--- config.mk ---
export PLATFORM = sky130hd
export DESIGN_NAME = uart_line_assembler
export DESIGN_NICKNAME = d
export VERILOG_FILES = /design/src/rtl/uart_pkg.sv /design/src/rtl/uart_line_ram.sv /design/src/rtl/uart_line_assembler.sv
export SDC_FILE = /design/constraint.sdc
export NUM_CORES = 1
export LEC_CHECK = 0
export CAP_MARGIN = 10
export CORE_MARGIN = 2
export CORE_UTILIZATION = 30
export DETAILED_ROUTE_END_ITERATION = 10
export PLACE_DENSITY = 0.49
export SLEW_MARGIN = 20
export SYNTH_ARGS = -nofsm -noshare
export SYNTH_HDL_FRONTEND = slang
export SYNTH_SLANG_ARGS = --single-unit
--- constraint.sdc ---
create_clock -name clk -period 3.4 [get_ports clk]
set_input_delay 0.85 -clock clk [delete_from_list [all_inputs] [get_ports clk]]
set_output_delay 0.85 -clock clk [all_outputs]
set_load 0.01 [all_outputs]
--- src/rtl/uart_pkg.sv ---
// rtl/uart_pkg.sv - shared character constants and line-assembler state type
package uart_pkg;

  localparam logic [7:0] CHAR_CR  = 8'h0D;
  localparam logic [7:0] CHAR_LF  = 8'h0A;
  localparam logic [7:0] CHAR_BS  = 8'h08;
  localparam logic [7:0] CHAR_DEL = 8'h7F;

  typedef enum logic [1:0] {
    COLLECT = 2'd0,
    DISCARD = 2'd1,
    DONE    = 2'd2
  } line_state_t;

  function automatic logic is_term(input logic [7:0] c);
    return (c == CHAR_CR) || (c == CHAR_LF);
  endfunction

  function automatic logic is_erase(input logic [7:0] c);
    return (c == CHAR_BS) || (c == CHAR_DEL);
  endfunction

endpackage

--- src/rtl/uart_line_ram.sv ---
// rtl/uart_line_ram.sv - DEPTH x 8 simple dual-port line buffer, registered read
// Ports: clk, reset (async, active-high, clears read register only),
//        wr_en/wr_addr/wr_data (synchronous write), rd_addr -> rd_data (1-cycle latency).
module uart_line_ram #(
  parameter  int DEPTH  = 64,
  localparam int ADDR_W = $clog2(DEPTH)
) (
  input  logic              clk,
  input  logic              reset,
  input  logic              wr_en,
  input  logic [ADDR_W-1:0] wr_addr,
  input  logic [7:0]        wr_data,
  input  logic [ADDR_W-1:0] rd_addr,
  output logic [7:0]        rd_data
);

  logic [7:0] mem [DEPTH];
  logic [7:0] rd_data_d;
  logic [7:0] rd_data_q;

  // Storage carries no reset; only the output register is cleared.
  always_ff @(posedge clk) begin
    if (wr_en) begin
      mem[wr_addr] <= wr_data;
    end
  end

  always_comb begin
    rd_data_d = mem[rd_addr];
  end

  always_ff @(posedge clk or posedge reset) begin
    if (reset) begin
      rd_data_q <= 8'h00;
    end else begin
      rd_data_q <= rd_data_d;
    end
  end

  assign rd_data = rd_data_q;

endmodule

--- src/rtl/uart_line_assembler.sv ---
// rtl/uart_line_assembler.sv - assembles UART characters into CR/LF terminated lines
// Ports: clk, reset (async, active-high);
//        rx_req/rx_ready/rx_data/rx_error : character input handshake;
//        line_valid/line_ready/line_len/line_err : held-line handshake;
//        rd_addr -> rd_data : registered random-access read of the held line.
// Build option: UART_LINE_BACKSPACE_EN makes BS/DEL erase the last stored char.
module uart_line_assembler
  import uart_pkg::*;
#(
  parameter  int MAX_LEN = 64,
  localparam int LEN_W   = $clog2(MAX_LEN + 1),
  localparam int ADDR_W  = $clog2(MAX_LEN)
) (
  input  logic              clk,
  input  logic              reset,
  input  logic              rx_req,
  output logic              rx_ready,
  input  logic [7:0]        rx_data,
  input  logic              rx_error,
  output logic              line_valid,
  input  logic              line_ready,
  output logic [LEN_W-1:0]  line_len,
  output logic              line_err,
  input  logic [ADDR_W-1:0] rd_addr,
  output logic [7:0]        rd_data
);

  localparam logic [LEN_W-1:0] FULL = LEN_W'(MAX_LEN);

  line_state_t      state_q,    state_d;
  logic [LEN_W-1:0] wr_ptr_q,   wr_ptr_d;
  logic             err_acc_q,  err_acc_d;
  logic [LEN_W-1:0] line_len_q, line_len_d;
  logic             line_err_q, line_err_d;
  logic             rx_ready_q, rx_ready_d;

  logic              rx_fire;
  logic              ram_we;
  logic [ADDR_W-1:0] ram_waddr;

  assign rx_fire = rx_req && rx_ready_q;

  always_comb begin
    state_d    = state_q;
    wr_ptr_d   = wr_ptr_q;
    err_acc_d  = err_acc_q;
    line_len_d = line_len_q;
    line_err_d = line_err_q;
    ram_we     = 1'b0;
    ram_waddr  = wr_ptr_q[ADDR_W-1:0];

    case (state_q)
      COLLECT: begin
        if (rx_fire) begin
          if (is_term(rx_data)) begin
            // A terminator with nothing collected is swallowed, so CRLF yields one line.
            if (wr_ptr_q != '0) begin
              line_len_d = wr_ptr_q;
              line_err_d = err_acc_q | rx_error;
              state_d    = DONE;
            end
          end
`ifdef UART_LINE_BACKSPACE_EN
          else if (is_erase(rx_data)) begin
            if (wr_ptr_q != '0) begin
              wr_ptr_d = wr_ptr_q - LEN_W'(1);
            end
          end
`endif
          else if (wr_ptr_q == FULL) begin
            err_acc_d = 1'b1;
            state_d   = DISCARD;
          end else begin
            ram_we    = 1'b1;
            wr_ptr_d  = wr_ptr_q + LEN_W'(1);
            err_acc_d = err_acc_q | rx_error;
          end
        end
      end

      DISCARD: begin
        // Buffer already holds MAX_LEN chars; wait for the terminator and hand it over truncated.
        if (rx_fire && is_term(rx_data)) begin
          line_len_d = FULL;
          line_err_d = 1'b1;
          state_d    = DONE;
        end
      end

      DONE: begin
        if (line_ready) begin
          wr_ptr_d  = '0;
          err_acc_d = 1'b0;
          state_d   = COLLECT;
        end
      end

      default: begin
        state_d = COLLECT;
      end
    endcase

    // Registered back-pressure: drop rx_ready in the same cycle the line becomes held.
    rx_ready_d = (state_d != DONE);
  end

  always_ff @(posedge clk or posedge reset) begin
    if (reset) begin
      state_q    <= COLLECT;
      wr_ptr_q   <= '0;
      err_acc_q  <= 1'b0;
      line_len_q <= '0;
      line_err_q <= 1'b0;
      rx_ready_q <= 1'b0;
    end else begin
      state_q    <= state_d;
      wr_ptr_q   <= wr_ptr_d;
      err_acc_q  <= err_acc_d;
      line_len_q <= line_len_d;
      line_err_q <= line_err_d;
      rx_ready_q <= rx_ready_d;
    end
  end

  uart_line_ram #(
    .DEPTH(MAX_LEN)
  ) u_ram (
    .clk    (clk),
    .reset  (reset),
    .wr_en  (ram_we),
    .wr_addr(ram_waddr),
    .wr_data(rx_data),
    .rd_addr(rd_addr),
    .rd_data(rd_data)
  );

  assign rx_ready   = rx_ready_q;
  assign line_valid = (state_q == DONE);
  assign line_len   = line_len_q;
  assign line_err   = line_err_q;

endmodule
==> results.cfg, run 1 <==
[clocking]
ctsHoldBuffers = 0
clkSlewWorstSetupHoldPaths_ps = 60
root_buffer = clkbuf_16
h-tree-depth = 2
ctsLongestPathBuffers = 3
numCtsBuffers = 55
clock-sinks = 539
ctsResizeCount = 0
post_cts_buffers = 0
cts_tree = built
clock_latency_ps = 610

[timing]
fin_crit_sh = 0.956
max_freq_mhz = 308
skew_ps = 17.6
final-setup-viol-count = 0
rsz0062_at_grt = false
slew_violations = 0
hold_violations = 0
slew_headroom = 0.403
whs_ps = 486
timing.final.crit_period_ps = 3250
worstMarginPinSlew_ps = 896
fin_ws_ps = 151

[worst_setup_path]
startpoint_type = input port
path_class = in2reg
crit_required_ps = 3640
r2r_cells = 5
regToRegEndpoint = u_ram.mem[58][3]
path_max_fanout = 8
reg2reg_from = state_q[0]
max_stage_delay_ps = 600
r2r_slack_ps = 450
cp-end-kind = flip-flop
cp_slowest_cell = nor2_1
arrival_ps = 3490
worstPathCellList = clkdlybuf4s50_1 -> nand2_1 -> nor3_1 -> nand3_1 -> or4_1 -> buf_4 -> nor2_1

[routing]
drt_first_pass_iters = 7
drc = 0
vias = 10563
routed_wirelength_mm = 54.3
vias_per_cell = 4.97
wire_per_inst_um = 25.6
initialDrtViolationCount = 1038
ant_nets = 0

[place]
gp_congestion = 0.807
pre_cts_slack_ps = -448
hpwl_mm = 35.0
portBuffers = 36

[job]
maxCapViolCount = 0

[global_routing]
grt_max_degree = 65
grt_first_pass_wirelength_mm = 78.6
grt_pass1_vias = 10806
track_usage = 0.149
antenna_found_initial = 2
gr-total-overflow = 0

[logic_synthesis]
synth_cell_type_count = 52
avgSynthCellArea_um2 = 20.5
async_flop_share = 0.0501
synth-seq-area-share = 0.760
syn_nets = 1052
synth_edf_count = 512
ys_ff_latch = 539
yosys_warnings = 0
netlist_area_mm2 = 0.0211
synthesis.instances = 1031
synth_ff_type = edfxtp_1

[power]
power_mw = 15.1
max-vdd-ir-drop_mv = 0.319
p_leak_nw = 7.94
cellPowerDensity_mw_per_mm2 = 608

[worst_hold_path]
min_path_cells = 2
hold_path_class = reg2reg
holdCritStartpoint = line_len[1]
hold_path_end = line_len[1]

[finish]
fill_cells = 6553
multi_input_area_mm2 = 0.00465
regArea_mm2 = 0.0161
layout-drive-gt1-share = 0.249
area_delta_synth_final_pct = 17.9
fin_nets = 1167
num_antenna_cells = 0

[die]
start_util = 0.302
die-area_mm2 = 0.0725
ios = 37
die_h_um = 269
core_mm2 = 0.0699
fp.dieW_um = 269
rows = 97

[outcome]
outcome = finished clean
placed cells by master (no fill, tap or decap), types with 14 or more instances in the layout:
cell type	synthesis	final
clkdlybuf4s50_1	0	25
dfrtp_1	27	27
buf_4	3	78
nand2_1	23	23
o21ai_0	14	14
mux2i_1	15	15
mux4_2	111	111
clkbuf_16	0	56
nor2_1	75	75
mux4_1	17	17
edfxtp_1	512	512
o22ai_1	17	17
per-stage QoR:
| step | area [µm²] | setup TNS, ps | utilization | cells |
|---|---|---|---|---|
| finish | 24900 | 0 | 0.356 | 2124 |
| detailed placement | 23100 | -125720 | 0.330 | 2029 |
| CTS | 24900 | 0 | 0.356 | 2124 |
| global route | 24900 | 0 | 0.356 | 2124 |
| floorplan | 21100 | 0 | - | 1031 |
| global placement | 23100 | -100630 | 0.330 | 2029 |
final cells by class:
class	instances	share of cell area
inverters	7	0.00106
clock buffers	64	0.0575
clock inverters	31	0.0156
well taps	940	0.0473
flip-flops and latches	539	0.645
multi-input cells	416	0.187
repair buffers	127	0.0468
metal layers:
metal  track usage  wire (µm)
met1         0.221      25200
met2         0.225      24700
met3        0.0265       3300
met4        0.0401       1090
met5             0         19
power breakdown:
group	internal, mW	switching, mW
combinational	0.480	0.871
clock	3.67	2.49
sequential	7.51	0.121
worst max path at each step:
stage / start / endpoint / cells after the start
floorplan: rx_data[2] / u_ram.mem[26][0] / 7
global placement: rx_req / u_ram.mem[57][4] / 7
detailed placement: rx_req / u_ram.mem[57][5] / 7
CTS: rx_req / u_ram.mem[58][0] / 7
global route: rx_req / u_ram.mem[58][3] / 7
finish: rx_req / u_ram.mem[58][3] / 7
logic make-up after synthesis:
| family | Yosys count | share of synthesized area |
|---|---|---|
| muxes | 145 | 0.148 |
| buffers and inverters | 76 | 0.0193 |
| and+or+nand+nor | 176 | 0.0405 |
| DFF | 539 | 0.760 |
| AOI/OAI and AO/OA | 93 | 0.0309 |
| adders and majority gates | 2 | 0.00119 |
cell usage after synthesis, types with 13 or more instances:
master / n / area share
edfxtp_1: 512 / 0.73
mux4_2: 111 / 0.12
nor2_1: 75 / 0.013
clkbuf_1: 30 / 0.0053
dfrtp_1: 27 / 0.032
nand2_1: 23 / 0.0041
buf_2: 21 / 0.0050
mux4_1: 17 / 0.021
o22ai_1: 17 / 0.0050
mux2i_1: 15 / 0.0071
o21ai_0: 14 / 0.0033
nor2b_1: 13 / 0.0039
worst max-delay path: cells and delay by family:
family        cells  cell delay (ps)
simple gates      5             1990
buf+inv           2              650
registers in the layout, summed over array words and instances, names as in the netlist:
| name | cells |
|---|---|
| wr_ptr_q | 7 |
| line_len | 7 |
| line_err | 1 |
| err_acc_q | 1 |
| u_ram.mem | 512 |
| rx_ready | 1 |
| state_q | 2 |
| u_ram.rd_data | 8 |
(Power assumes the default switching activity.)
==> run 2, diff against run 1 <==
--- a/config.mk
+++ b/config.mk
@@ -7,9 +7,9 @@
 export LEC_CHECK = 0
 export CAP_MARGIN = 10
 export CORE_MARGIN = 2
-export CORE_UTILIZATION = 30
+export CORE_UTILIZATION = 50
 export DETAILED_ROUTE_END_ITERATION = 10
-export PLACE_DENSITY = 0.49
+export PLACE_DENSITY = 0.71
 export SLEW_MARGIN = 20
 export SYNTH_ARGS = -nofsm -noshare
 export SYNTH_HDL_FRONTEND = slang
==> run 2 against run 1 <==
Effect of this change:
- die area fell by 39%
- clock-buffer cell count is 8 lower
- clock skew rose by 5.2 ps
- critical path depth grew 1
- sequential share of layout area is 0.93 points higher
- final area down 1.4%
- combinational power down 8%
- largest power group unchanged
==> results.cfg, run 2 (same netlist as run 1, synthesis figures left out) <==
[outcome]
outcome = finished clean

[timing]
slew_headroom = 0.456
whs_ps = 493
timing.final.crit_period_ps = 2740
final-setup-viol-count = 0
max_freq_mhz = 365
skew_ps = 22.8
fin_crit_sh = 0.805
worstMarginPinSlew_ps = 817
hold_violations = 0
rsz0062_at_grt = false
slew_violations = 0
fin_setup_tns_ps = 0
fin_ws_ps = 664

[place]
pre_cts_slack_ps = 93.5
hpwl_mm = 30.1
gp_congestion = 0.832
dp.cells = 1659
placed_cell_area_mm2 = 0.0227
portBuffers = 36

[power]
power_mw = 15.0
p_sw_frac = 0.226
p_int_mw = 11.6
pwr-share-clk = 0.406
max-vdd-ir-drop_mv = 0.412
cellPowerDensity_mw_per_mm2 = 610
combPwrFrac = 0.083
seqPwrFrac = 0.511
p_leak_nw = 8.10
p_sw_mw = 3.38

[routing]
vias_per_cell = 6.09
drt_first_pass_iters = 5
initialDrtViolationCount = 1242
wire_per_inst_um = 27.2
ant_nets = 0
vias = 10689
routed_wirelength_mm = 47.8
drc = 0

[clocking]
root_buffer = clkbuf_16
ctsLongestPathBuffers = 3
post_cts_buffers = 0
cts_tree = built
clock_latency_ps = 580
clkSlewWorstSetupHoldPaths_ps = 60
ctsResizeCount = 0
h-tree-depth = 2
numCtsBuffers = 52
clock-sinks = 539
ctsHoldBuffers = 0

[global_routing]
grt_first_pass_wirelength_mm = 70.6
track_usage = 0.223
antenna_found_initial = 0
gr-total-overflow = 0
grt_pass1_vias = 10703
grt_max_degree = 65

[die]
die-area_mm2 = 0.0439
ios = 37
start_util = 0.504
rows = 75
fp.dieW_um = 209
die_h_um = 209
core_mm2 = 0.0419

[finish]
fill_cells = 3010
final_area_mm2 = 0.0245
num_antenna_cells = 0
layout_commonest_cell = edfxtp_1
fin_nets = 1195
largest_reg_flops = 512
layout-drive-gt1-share = 0.276
regMostFlops = u_ram.mem
area_delta_synth_final_pct = 16.2
layout_common_cells = 512 x edfxtp_1, 115 x buf_4, 111 x mux4_2
postLayoutCoreUtil = 0.586
instances_no_fill = 1755

[worst_setup_path]
worstPathCellList = clkdlybuf4s50_1 -> nand2_1 -> nor3_1 -> nand4_1 -> or3_1 -> buf_4 -> nor2_1 -> buf_4
arrival_ps = 3020
critPathBufInv = 3
startpoint_type = input port
cp_slowest_cell = clkdlybuf4s50_1
cp-end-kind = flip-flop
max_stage_delay_ps = 460
cp_top_family = simple AND/OR/NAND/NOR gates
cpMostUsedCell = buf_4
path_class = in2reg
crit_required_ps = 3680
path_max_fanout = 8

[worst_hold_path]
hold_path_class = reg2reg

[job]
maxCapViolCount = 0
run 2: final timing paths:
check / from / endpoint / slack, ps / cells past startpoint
max: rx_req / u_ram.mem[52][5] / 660 / 8
min: line_len[2] / line_len[2] / 490 / 2
max reg2reg: wr_ptr_q[0] / u_ram.mem[52][5] / 690 / 9
min reg2reg: line_len[2] / line_len[2] / 490 / 2
max in group asynchronous: reset / line_len[6] / 2420 / 3
min in group asynchronous: reset / u_ram.rd_data[7] / 670 / 3
run 2: metal layers:
| layer | vias to the layer above | track usage | wire length [µm] |
|---|---|---|---|
| li1 | 4550 | - | - |
| met1 | 5513 | 0.321 | 19600 |
| met2 | 538 | 0.346 | 22500 |
| met3 | 88 | 0.0449 | 4170 |
| met4 | 0 | 0.0785 | 1560 |
| met5 | - | 0 | 0 |
run 2: power by group through the flow:
stage | combinational, mW | sequential, mW | clock [mW]
2_1_floorplan | 0.723 | 7.69 | 0
3_3_place_gp | 1.21 | 7.78 | 0
3_5_place_dp | 1.23 | 7.79 | 0
4_1_cts | 1.24 | 7.65 | 6.16
5_1_grt | 1.32 | 7.67 | 6.42
6_report | 1.24 | 7.65 | 6.07
run 2: tightest hold or removal path: stages (launching register included):
cell and delay, ps:
dfrtp_1 350, nand2_1 50, o21ai_1 60
run 2: area by class of cell:
type                    count  area (µm²)  area share
inverters                   7        26.3     0.00107
multi-input cells         416        4650       0.190
clock buffers              56        1340      0.0545
well taps                 539         674      0.0275
flip-flops and latches    539       16100       0.654
repair buffers            158        1320      0.0539
clock inverters            40         473      0.0193
==> run 3, diff against run 2 <==
--- a/config.mk
+++ b/config.mk
@@ -9,7 +9,7 @@
 export CORE_MARGIN = 2
 export CORE_UTILIZATION = 50
 export DETAILED_ROUTE_END_ITERATION = 10
-export PLACE_DENSITY = 0.71
+export PLACE_DENSITY = 0.74
 export SLEW_MARGIN = 20
 export SYNTH_ARGS = -nofsm -noshare
 export SYNTH_HDL_FRONTEND = slang
==> constraint.sdc (replaced) <==
create_clock -name clk -period 2.3 [get_ports clk]
set_input_delay 0.575 -clock clk [delete_from_list [all_inputs] [get_ports clk]]
set_output_delay 0.575 -clock clk [all_outputs]
set_load 0.01 [all_outputs]
==> run 3 against run 2 <==
Effect of this change:
- global-route usage is 0.72 points higher
- largest power group unchanged
- sequential power rose by 46%
- via count rose by 2.2%
- final area is 3.0% higher
==> results.cfg, run 3 (same netlist as run 1, synthesis figures left out) <==
[worst_setup_path]
cp_top_family = simple AND/OR/NAND/NOR gates
crit_required_ps = 2580
startpoint_type = input port
arrival_ps = 2540
max_stage_delay_ps = 560
critPathBufInv = 2
path_max_fanout = 8
path_class = in2reg
cp-end-kind = flip-flop
cp_slowest_cell = or4_4
worstPathCellList = buf_6 -> and3b_1 -> o211ai_1 -> nand3_4 -> or4_4 -> buf_12 -> nor2_4

[timing]
skew_ps = 15.0
fin_ws_ps = 34.4
whs_ps = 284
fin_crit_sh = 0.985
slew_violations = 0
rsz0062_at_grt = true
final-setup-viol-count = 0
worstMarginPinSlew_ps = 845
slew_headroom = 0.436
timing.final.crit_period_ps = 2270
max_freq_mhz = 441
hold_violations = 0

[power]
p_leak_nw = 8.17
p_sw_frac = 0.234
combPwrFrac = 0.112
pwr-share-clk = 0.399
p_int_mw = 17.6
p_sw_mw = 5.36
max-vdd-ir-drop_mv = 0.650
seqPwrFrac = 0.489
cellPowerDensity_mw_per_mm2 = 907

[global_routing]
track_usage = 0.230
grt_first_pass_wirelength_mm = 72.9
grt_max_degree = 65
antenna_found_initial = 0
grt_pass1_vias = 11008
gr-total-overflow = 0

[routing]
initialDrtViolationCount = 1160
wire_per_inst_um = 28.0
ant_nets = 0
vias_per_cell = 6.23
drc = 0
drt_first_pass_iters = 7
routed_wirelength_mm = 49.2
vias = 10928

[finish]
layout_commonest_cell = edfxtp_1
layout_common_cells = 512 x edfxtp_1, 111 x mux4_2, 103 x buf_4
fin_nets = 1194
layout-drive-gt1-share = 0.340
area_delta_synth_final_pct = 19.7
num_antenna_cells = 0
regMostFlops = u_ram.mem
largest_reg_flops = 512

[clocking]
root_buffer = clkbuf_16
h-tree-depth = 2
numCtsBuffers = 52
ctsLongestPathBuffers = 3
ctsHoldBuffers = 0
cts_tree = built
clock-sinks = 539
clock_latency_ps = 600
clkSlewWorstSetupHoldPaths_ps = 60

[worst_hold_path]
hold_path_class = in2reg

[die]
die-area_mm2 = 0.0439
fp.dieW_um = 209
die_h_um = 209
start_util = 0.504
ios = 37
rows = 75
core_mm2 = 0.0419

[place]
hpwl_mm = 31.1
pre_cts_slack_ps = -589
portBuffers = 36
gp_congestion = 0.867

[outcome]
outcome = finished clean

[job]
maxCapViolCount = 0
run 3: cell count changes in the layout (fill, tap and decap cells not counted), moves of 3 or more:
cell and change:
buf_12 +11, clkinv_2 -4, nor2_4 +64, or4_1 -3, buf_4 -12, or4_4 +3, clkbuf_8 +6, nor2_1 -64
run 3: through the flow:
step           power (mW)  setup TNS (ps)  utilization  instance area (µm²)  std cells
2_1_floorplan        12.8          -22650            -                21700       1031
3_3_place_gp         13.8         -255760        0.556                23300       1651
3_5_place_dp         13.9         -270270        0.556                23300       1651
4_1_cts              23.0               0        0.601                25200       1748
5_1_grt              23.6            -729        0.604                25300       1755
6_report             22.9               0        0.604                25300       1755
run 3: cell type report:
class	instances	area, µm²
Inverter	7	26.3
Tap cell	539	674
Clock inverter	33	435
Timing Repair Buffer	157	1460
Sequential cell	539	16100
Clock buffer	64	1430
Multi-Input combinational cell	416	5200
Fill cell	2838	16600
run 3: routing by layer:
metal | GRT usage | wire length [µm] | up-vias
met1 | 0.329 | 20100 | 5690
met3 | 0.0391 | 3950 | 92
met2 | 0.366 | 23600 | 561
met5 | 0 | 0 | -
met4 | 0.0775 | 1520 | 0
li1 | - | - | 4585
run 3: power groups by stage:
stage                     sequential [mW]  clock [mW]  combinational, mW
final                                11.2        9.15               2.58
after global placement               11.4           0               2.45
after global routing                 11.2        9.64               2.72
after CTS                            11.2        9.28               2.51
after floorplan                      11.4           0               1.44
after detailed placement             11.4           0               2.49
run 3: path summary, 6_finish.rpt:
| kind | startpoint | end | cells after the start | slack [ps] |
|---|---|---|---|---|
| max | rx_data[2] | u_ram.mem[50][2] | 7 | 30 |
| min in group asynchronous | reset | line_len[5] | 3 | 360 |
| min reg2reg | line_len[4] | line_len[4] | 2 | 490 |
| max reg2reg | wr_ptr_q[0] | u_ram.mem[50][2] | 8 | 50 |
| min | rx_data[7] | u_ram.mem[1][7] | 1 | 280 |
| max in group asynchronous | reset | state_q[0] | 3 | 1620 |
run 3: what timing repair did:
| action | 4_1_cts | 5_1_grt |
|---|---|---|
| pin swaps | 2 | 14 |
| gates resized for setup | 4 | 19 |
| buffers inserted | 0 | 7 |
| setup endpoints to repair | 56 | 506 |
